==> src/rtl/song_player_ctrl.sv <==
`default_nettype none
// ============================================================================
// song_player_ctrl : steps a note chart from a synchronous ROM, one entry per note
// Revision 1.0
// ============================================================================
module song_player_ctrl #(
  parameter int TICK_DIV = 2500000,
  parameter int ROM_AW   = 8
) (
  input  logic              clk,
  input  logic              rst,
  input  logic              start,
  input  logic [1:0]        song_id,
  input  logic              pause,
  input  logic              abort,
  output logic [ROM_AW+1:0] rom_addr,
  input  logic [7:0]        rom_data,
  output logic              note_valid,
  output logic [2:0]        note_lanes,
  output logic              busy,
  output logic              finish,
  output logic [ROM_AW-1:0] note_idx
);

  localparam int                DIV_W    = $clog2(TICK_DIV);
  localparam logic [DIV_W-1:0]  DIV_LAST = DIV_W'(TICK_DIV - 1);
  localparam logic [ROM_AW-1:0] IDX_LAST = '1;

  typedef enum logic [2:0] {
    S_IDLE  = 3'd0,
    S_FETCH = 3'd1,
    S_WAIT  = 3'd2,
    S_HOLD  = 3'd3,
    S_DONE  = 3'd4
  } state_t;

  state_t              state_q, state_d;
  logic [1:0]          song_q, song_d;
  logic [ROM_AW-1:0]   idx_q, idx_d;
  logic [ROM_AW+1:0]   addr_q, addr_d;
  logic [2:0]          lanes_q, lanes_d;
  logic [DIV_W-1:0]    div_q, div_d;
  logic [4:0]          dur_q, dur_d;
  logic [ROM_AW-1:0]   idx_inc;

  assign idx_inc = idx_q + 1'b1;

  always_comb begin
    state_d    = state_q;
    song_d     = song_q;
    idx_d      = idx_q;
    addr_d     = addr_q;
    lanes_d    = lanes_q;
    div_d      = div_q;
    dur_d      = dur_q;
    note_valid = 1'b0;
    finish     = 1'b0;

    unique case (state_q)
      S_IDLE: begin
        if (start && (song_id != 2'd0)) begin
          song_d  = song_id;
          idx_d   = '0;
          addr_d  = {song_id, {ROM_AW{1'b0}}};
          state_d = S_FETCH;
        end
      end
      S_FETCH: state_d = S_WAIT;
      S_WAIT: begin
        if (rom_data == 8'h00) begin
          state_d = S_DONE;
        end else begin
          note_valid = 1'b1;
          lanes_d    = rom_data[7:5];
          // A zero duration on a real note still plays for one tick
          dur_d      = (rom_data[4:0] == 5'd0) ? 5'd1 : rom_data[4:0];
          div_d      = '0;
          state_d    = S_HOLD;
        end
      end
      S_HOLD: begin
        if (!pause) begin
          if (div_q == DIV_LAST) begin
            div_d = '0;
            if (dur_q == 5'd1) begin
              if (idx_q == IDX_LAST) begin
                state_d = S_DONE;
              end else begin
                idx_d   = idx_inc;
                addr_d  = {song_q, idx_inc};
                state_d = S_FETCH;
              end
            end else begin
              dur_d = dur_q - 5'd1;
            end
          end else begin
            div_d = div_q + 1'b1;
          end
        end
      end
      S_DONE: begin
        finish  = 1'b1;
        lanes_d = 3'b000;
        state_d = S_IDLE;
      end
      default: state_d = S_IDLE;
    endcase

    // Abort wins over every other transition, including a finish in DONE
    if (abort && (state_q != S_IDLE)) begin
      state_d    = S_IDLE;
      lanes_d    = 3'b000;
      div_d      = '0;
      dur_d      = 5'd0;
      note_valid = 1'b0;
      finish     = 1'b0;
    end
  end

  always_ff @(posedge clk or posedge rst) begin
    if (rst) begin
      state_q <= S_IDLE;
      song_q  <= 2'd0;
      idx_q   <= '0;
      addr_q  <= '0;
      lanes_q <= 3'b000;
      div_q   <= '0;
      dur_q   <= 5'd0;
    end else begin
      state_q <= state_d;
      song_q  <= song_d;
      idx_q   <= idx_d;
      addr_q  <= addr_d;
      lanes_q <= lanes_d;
      div_q   <= div_d;
      dur_q   <= dur_d;
    end
  end

  // Lanes show the fresh entry in the same cycle as the note_valid pulse
  assign note_lanes = note_valid ? rom_data[7:5] : lanes_q;
  assign rom_addr   = addr_q;
  assign note_idx   = idx_q;
  assign busy       = (state_q != S_IDLE);

endmodule
`default_nettype wire

==> config.mk <==
export PLATFORM = sky130hd
export DESIGN_NAME = song_player_ctrl
export DESIGN_NICKNAME = d
export VERILOG_FILES = /design/src/rtl/song_player_ctrl.sv
export SDC_FILE = /design/constraint.sdc
export NUM_CORES = 1
export LEC_CHECK = 0
export ABC_AREA = 1
export CORE_ASPECT_RATIO = 1.75
export CORE_MARGIN = 5
export CORE_UTILIZATION = 55
export CTS_CLUSTER_SIZE = 28
export DETAILED_ROUTE_END_ITERATION = 8
export PLACE_DENSITY = 0.78
export SLEW_MARGIN = 15
export SYNTH_ARGS = -nofsm -noshare
export SYNTH_HDL_FRONTEND = slang
export SYNTH_SLANG_ARGS = --single-unit
export TNS_END_PERCENT = 30
==> constraint.sdc <==
create_clock -name clk -period 3.01 [get_ports clk]
set_input_delay 0.301 -clock clk [delete_from_list [all_inputs] [get_ports clk]]
set_output_delay 0.301 -clock clk [all_outputs]
set_load 0.05 [all_outputs]
==> results of run 1 <==
-- flip-flops by register name, indices dropped and copies added (netlist names) --
signal and flops:
lanes_q 3, note_idx 7, song_q 2, rom_addr 3, state_q 3, dur_q 5, div_q 22
-- path summary, 6_finish.rpt --
check,depth (start not counted),endpoint,slack [ns]
worst max register to register,7,note_idx[6]$_DFFE_PP0P_,0.79
worst min register to register,2,dur_q[1]$_DFFE_PP0P_,0.48
min in group clk,2,dur_q[1]$_DFFE_PP0P_,0.48
worst min-delay path,2,note_idx[6]$_DFFE_PP0P_,0.28
max in group asynchronous,3,div_q[21]$_DFFE_PP0P_,2.12
worst max-delay path,6,note_valid,0.27
-- stage by stage --
step | power (mW) | instance area, sq um
finish | 2.428 | 3368
detailed placement | 1.997 | 3264
CTS | 2.449 | 3368
global route | 2.615 | 3368
global placement | 1.973 | 3264
floorplan | 1.731 | 2915
-- where the power goes --
part	switching (mW)	internal, mW	total [mW]
clock network	0.208	0.242	0.450
logic	0.865	0.345	1.21
registers	0.0704	0.698	0.768
total	1.14	1.28	2.43
-- routing by layer --
metal,GRT usage,vias to the layer above
li1,-,1386
met1,0.2086,1253
met2,0.4022,66
met3,0.03594,19
met4,0.09792,0
met5,0,-
-- area by class of cell --
class	count	area (sq um)	share of cell area
clock buffer	5	68.82	0.02043
multi-input combinational	301	1475	0.4380
clock inverter	2	35.03	0.01040
sequential	45	1126	0.3343
inverter	53	198.9	0.05906
timing repair buffer	41	395.4	0.1174
tap	55	68.82	0.02043
-- cells in the mapped netlist, types with 2 or more instances --
| cell | instances | area [sq um] |
|---|---|---|
| inv_1 | 48 | 180.2 |
| o21ai_0 | 33 | 165.2 |
| nand3_1 | 32 | 160.2 |
| nor2_1 | 59 | 221.5 |
| xor2_1 | 7 | 61.31 |
| nand3_4 | 2 | 35.03 |
| nand3_2 | 2 | 20.02 |
| nand3b_1 | 4 | 30.03 |
| dfrtp_1 | 45 | 1126 |
| buf_2 | 5 | 25.02 |
| ha_1 | 4 | 50.05 |
| nand4_1 | 16 | 100.1 |
| a21oi_1 | 11 | 55.05 |
| nor3_1 | 5 | 25.02 |
| nand2_2 | 4 | 25.02 |
| nand2_1 | 108 | 405.4 |
| inv_2 | 5 | 18.77 |
| buf_4 | 10 | 75.07 |
| or2_2 | 3 | 18.77 |
-- kinds of logic (layout without fill, tap and decap cells) --
kind of cell | Yosys count | after routing
and+or+nand+nor | 241 | 241
buffers and inverters | 70 | 101
AOI/OAI and AO/OA | 48 | 48
DFF | 45 | 45
xor gates and xnor gates | 8 | 8
adders and majority gates | 4 | 4
-- worst reg2reg max path, cell delays in order, from the launching register on --
cell	delay (ns)
dfrtp_1	0.40
ha_1	0.22
nand3_1	0.17
nor2_1	0.19
nand3_1	0.20
nand2_1	0.13
nand3_1	0.45
o21ai_0	0.35
==> metrics.txt, run 1 <==
grt ovf 0; fin cells 502; vias in the first global route 2,667; Post-Synthesis Cell Area 0.002913 sq mm; PwrDens 720.8 mW/mm^2; Peak VDD IR 0.3016 mV; share of cells above drive strength 1 0.07830; DRC viols 0; CTS Buf Count 5; Worst path max stage delay 0.84 ns; Worst Setup End Kind output pin; ys flop type dfrtp_1; CORE AREA 0.005211 sq mm; Max Transition Viols Final 0; flops & latches, synth 45; ANT nets after route 0; Die ar. 0.006909 sq mm; hpwl dp 5267 um; Hold Vio Cnt, Final 0; met1 wire length 2533 um; Synth Area in Simple Gates 0.3784; Layout Skew 0.01131 ns; nets 466; worst setup path start state_q[0]$_DFFE_PP0P_; final setup fails 0; clock buffer depth 2; Synth Area in Adders 0.01718; met3 WL 264 um; DRT Pass-1 Iters 4; DIE WIDTH 65.01 um; top sig layer met4; EDFF count, synth 0; vias per cell 5.426; Worst-Skew Late Latency 0.30 ns; most common cell after layout, fill and taps aside nand2_1; Worst EP arrival 2.44 ns; Placed Cells incl. Taps 495; Max Cap Viol 0; Routed WL 6763 um; Static Leak 1.619 nW; initial DRC count 105; Layout fillers 484; class of the worst hold path input port to asynchronous set/reset pin; required time of the critical path 2.71 ns; Die Ht 106.3 um; final core utilization 0.6463; beginning of the worst register-to-register path div_q[0]$_DFFE_PP0P_; startpoint types flop; RD Place Congestion 0.8978; smallest hold slack 0.2795 ns; Synth Area in Compound Gates 0.08591; Post-Synth XOR/XNOR Area 0.02405; first-pass GRT wire length 11,450 um; CP top delay family buffers and inverters; Place WS 0.5614 ns; Met2 Wirelength 3749 um; largest family of logic cells by synthesized area simple AND/OR/NAND/NOR gates; period utilization 0.9100; status complete, no violations; synth warn 0; # diodes 0; IO buf count 38; initial antenna violation count 0; syn nets 435; H-tree lvl count 2; Avg Inst Size Synth 7.002 sq um; CTS tree built; Gate Count Post-Synth 416; most frequent cells in the layout nand2_1, nor2_1, inv_1; RSZ-0062 raised after global routing no; setup TNS 0 ns; post-synthesis mux area share 0; slowest stage cell, crit path clkdlybuf4s50_1; Root Driver clkbuf_8; Setup Crit Path Kind flop to output pin; Least-Margin Pin Slew 0.6333 ns; min Tclk post-route 2.739 ns; ys async rst share 1.000; postcts setup bufs 0; row count 35; critical path buffer and inverter count 2; Clock transition at path regs 0.09 ns; Initial Util 0.5589; total track usage 0.2089; Resized Gates After CTS 0; synth unique cells 32; wire per inst 13.47 um; Relative slew margins 0.5766; maximum operating frequency 0.3651 GHz; via count 2,724; Seq/Total Area, Yosys 0.3866; largest net degree at the start of global routing 26; clock sinks 45; CP Max Fanout 18; CP cell instances nor2_1 -> nand2_2 -> nand2_4 -> inv_1 -> nor2_2 -> clkdlybuf4s50_1; hold buffer count at cts 0; io pins 39; final worst slack 0.2708 ns; synth-to-layout area growth 15.64%
No activity file was read; power rests on OpenSTA's default activity.
==> run 2, diff against run 1 <==
CTS_CLUSTER_SIZE = not set   (was 28)
PLACE_DENSITY = 0.8   (was 0.78)
==> metrics.txt, run 2 (synthesis results as in run 1) <==
IO buf count 38; largest reg by FF count div_q; Static Leak 1.628 nW; PwrDens 745.5 mW/mm^2; Root Driver clkbuf_8; Least-Margin Pin Slew 0.6386 ns; synth-to-layout area growth 16.41%; postcts setup bufs 0; CTS tree built; hold buffer count at cts 0; Multi-input gate area 0.001475 sq mm; Hold Vio Cnt, Final 0; clock sinks 45; startpoint types flop; Worst-Skew Late Latency 0.30 ns; Routed WL 6867 um; row count 35; most common cell after layout, fill and taps aside nand2_1; CP cell instances nor2_1 -> nand2_2 -> nand2_4 -> inv_1 -> nor2_2 -> clkdlybuf4s50_1; DRC viols 0; critical path buffer and inverter count 2; grt ovf 0; beginning of the worst register-to-register path div_q[0]$_DFFE_PP0P_; Layout Skew 0.01130 ns; first-pass GRT wire length 11,740 um; Resized Gates After CTS 0; Seq. cell area 0.001126 sq mm; Die ar. 0.006909 sq mm; FF-to-FF setup slack 0.79 ns; RD Place Congestion 0.8724; DIE WIDTH 65.01 um; share of cells above drive strength 1 0.07830; largest net degree at the start of global routing 46; nets 465; initial antenna violation count 0; DRT Pass-1 Iters 4; Worst Setup End Kind output pin; vias per cell 5.428; Peak VDD IR 0.3328 mV; class of the worst hold path input port to asynchronous set/reset pin; total track usage 0.2127; H-tree lvl count 2; # diodes 0; Worst path max stage delay 0.83 ns; Die Ht 106.3 um; Max Transition Viols Final 0; most frequent cells in the layout nand2_1, nor2_1, inv_1; min Tclk post-route 2.672 ns; slowest stage cell, crit path clkdlybuf4s50_1; maximum operating frequency 0.3742 GHz; clock buffer depth 2; wire per inst 13.68 um; Setup Crit Path Kind flop to output pin; required time of the critical path 2.71 ns; vias in the first global route 2,674; period utilization 0.8878; initial DRC count 120; final setup fails 0; Max Cap Viol 0; Relative slew margins 0.5731; Worst EP arrival 2.37 ns; Initial Util 0.5589; CORE AREA 0.005211 sq mm; CP Max Fanout 18; CP Depth 6; Place WS 0.5694 ns; smallest hold slack 0.4405 ns; CP top delay family buffers and inverters; Reg-to-Reg End note_idx[0]$_DFFE_PP0P_; R2R depth 7; status complete, no violations; Clock transition at path regs 0.09 ns; CTS Buf Count 5; final worst slack 0.3378 ns; via count 2,725; max reg flops 22; io pins 39; Layout fillers 453; hpwl dp 5187 um; worst setup path start state_q[0]$_DFFE_PP0P_; ANT nets after route 0; setup TNS 0 ns; Worst setup endpoint note_valid; RSZ-0062 raised after global routing no
[run 2: cell count changes in the layout (fill, tap and decap cells not counted)]
cell | previous run | this run
buf_4 | 6 | 5
bufinv_16 | 1 | 2
[run 2: power by group]
group	internal, mW	total, mW	switching [mW]
sequential	0.698	0.766	0.0686
combinational	0.345	1.22	0.872
clock	0.330	0.545	0.215
[run 2: worst min-delay path by stage]
stage,end,depth (start not counted),slack [ns],start
final,lanes_q[1]$_DFFE_PP0P_,3,0.44,rst
after global routing,lanes_q[1]$_DFFE_PP0P_,3,0.50,rst
after CTS,lanes_q[1]$_DFFE_PP0P_,3,0.47,rst
after detailed placement,dur_q[1]$_DFFE_PP0P_,2,0.46,dur_q[1]$_DFFE_PP0P_
after global placement,dur_q[1]$_DFFE_PP0P_,2,0.46,dur_q[1]$_DFFE_PP0P_
after floorplan,lanes_q[2]$_DFFE_PP0P_,2,0.44,rom_data[7]
[run 2: layer usage]
| layer | vias to the layer above | track usage | routed length (um) |
|---|---|---|---|
| met5 | - | 0 | 0 |
| met4 | 0 | 0.09496 | 242 |
| met3 | 22 | 0.02114 | 264 |
| met2 | 71 | 0.4139 | 3760 |
| met1 | 1251 | 0.2203 | 2600 |
| li1 | 1381 | - | - |
[run 2: stage by stage]
stage,utilization,instances,power (mW),instance area (sq um)
2_1_floorplan,-,416,1.731,2915
3_3_place_gp,0.6250,494,1.978,3257
3_5_place_dp,0.6250,494,2.005,3257
4_1_cts,0.6507,502,2.546,3391
5_1_grt,0.6507,502,2.713,3391
6_report,0.6507,502,2.528,3391
[run 2: layout make-up]
type | instances | share of cell area
Clock inverter | 3 | 0.01919
Clock buffer | 5 | 0.02030
Tap cell | 55 | 0.02030
Multi-Input combinational cell | 301 | 0.4351
Sequential cell | 45 | 0.3321
Inverter | 53 | 0.05867
Timing Repair Buffer | 40 | 0.1144
[run 2: tightest hold or removal path, cell delays in order]
cell,delay (ns)
clkdlybuf4s50_1,0.40
clkinv_1,0.04
buf_4,0.47
==> run 3, diff against run 2 <==
RECOVER_POWER = 25   (was not set)
==> metrics.txt, run 3 (synthesis results as in run 1) <==
status complete, no violations; setup TNS 0 ns; postcts setup bufs 0; class of the worst hold path flop to flop; Root Driver clkbuf_8; DRT Pass-1 Iters 4; Worst EP arrival 2.37 ns; period utilization 0.8884; Static Leak 1.627 nW; H-tree lvl count 2; Setup Crit Path Kind flop to output pin; Die ar. 0.006909 sq mm; wire per inst 13.71 um; final setup fails 0; Initial Util 0.5589; first-pass GRT wire length 11,740 um; synth-to-layout area growth 16.32%; sw power 1.156 mW; Least-Margin Pin Slew 1.135 ns; IO buf count 38; vias in the first global route 2,674; Clock transition at path regs 0.09 ns; RSZ-0062 raised after global routing no; share of cells above drive strength 1 0.07830; Routed WL 6884 um; Switching Fraction 0.4573; maximum operating frequency 0.3740 GHz; initial DRC count 120; CORE AREA 0.005211 sq mm; startpoint types flop; Relative slew margins 0.2433; Layout Skew 0.01187 ns; CTS tree built; PwrDens 746.1 mW/mm^2; nets 465; total track usage 0.2127; DRC viols 0; most frequent cells in the layout nand2_1, nor2_1, inv_1; largest net degree at the start of global routing 46; via count 2,728; Layout fillers 454; DIE WIDTH 65.01 um; CTS Buf Count 5; internal power 1.372 mW; initial antenna violation count 0; Peak VDD IR 0.3328 mV; max reg flops 22; Max Transition Viols Final 0; hold buffer count at cts 0; required time of the critical path 2.71 ns; ANT nets after route 0; fin cells 502; Worst-Skew Late Latency 0.30 ns; # diodes 0; Clock power frac 0.216; Placed Cells incl. Taps 494; FF-to-FF setup slack 0.79 ns; min Tclk post-route 2.674 ns; largest reg by FF count div_q; Die Ht 106.3 um; grt ovf 0; hpwl dp 5187 um; Seq pwr share 0.303; most common cell after layout, fill and taps aside nand2_1; combinational fraction of design power 0.481; io pins 39; row count 35; vias per cell 5.434; Worst Setup End Kind output pin; clock buffer depth 2; RD Place Congestion 0.8724; Max Cap Viol 0; CP Max Fanout 18; Resized Gates After CTS 0; clock sinks 45; Hold Vio Cnt, Final 0
[run 3: final cells by class]
cell class / count / area [sq um] / share of cell area
sequential: 45 / 1126 / 0.3323
tap: 55 / 68.82 / 0.02031
inverter: 53 / 198.9 / 0.05871
timing repair buffer: 40 / 385.4 / 0.1137
clock buffer: 5 / 68.82 / 0.02031
multi-input combinational: 301 / 1475 / 0.4354
clock inverter: 3 / 65.06 / 0.01920
[run 3: worst paths after layout]
check / start / end / depth (start not counted)
max: state_q[0]$_DFFE_PP0P_ / note_valid / 6
min: dur_q[1]$_DFFE_PP0P_ / dur_q[1]$_DFFE_PP0P_ / 2
max reg2reg: div_q[0]$_DFFE_PP0P_ / note_idx[0]$_DFFE_PP0P_ / 7
min reg2reg: dur_q[1]$_DFFE_PP0P_ / dur_q[1]$_DFFE_PP0P_ / 2
max in group asynchronous: rst / dur_q[3]$_DFFE_PP0P_ / 3
min in group asynchronous: rst / lanes_q[1]$_DFFE_PP0P_ / 3
[run 3: per-stage QoR]
stage	worst slack [ns]	power (mW)	utilization	hold slack [ns]	cell area [sq um]
after floorplan	0.2520	1.731	-	0.4359	2915
after global placement	0.5780	1.978	0.6250	0.4554	3257
after detailed placement	0.5694	2.005	0.6250	0.4592	3257
after CTS	0.3168	2.546	0.6507	0.4744	3391
after global routing	0.2515	2.713	0.6502	0.5115	3388
final	0.3359	2.528	0.6502	0.4786	3388
[run 3: critical path: stages (launching register included)]
cell	delay, ns
dfrtp_1	0.44
nor2_1	0.18
nand2_2	0.12
nand2_4	0.21
inv_1	0.10
nor2_2	0.18
clkdlybuf4s50_1	0.83
[run 3: power groups by stage]
stage,Combinational (mW),Clock [mW],Sequential [mW]
finish,1.22,0.545,0.766
global route,1.36,0.577,0.781
CTS,1.23,0.549,0.767
detailed placement,1.23,0,0.779
global placement,1.20,0,0.775
floorplan,0.905,0,0.826
[run 3: routing by layer]
| metal | vias to the layer above | share of wire | GRT usage |
|---|---|---|---|
| met5 | - | 0 | 0 |
| met4 | 0 | 0.035 | 0.09496 |
| met3 | 20 | 0.040 | 0.02114 |
| met2 | 69 | 0.55 | 0.4139 |
| met1 | 1257 | 0.38 | 0.2203 |
| li1 | 1382 | - | - |
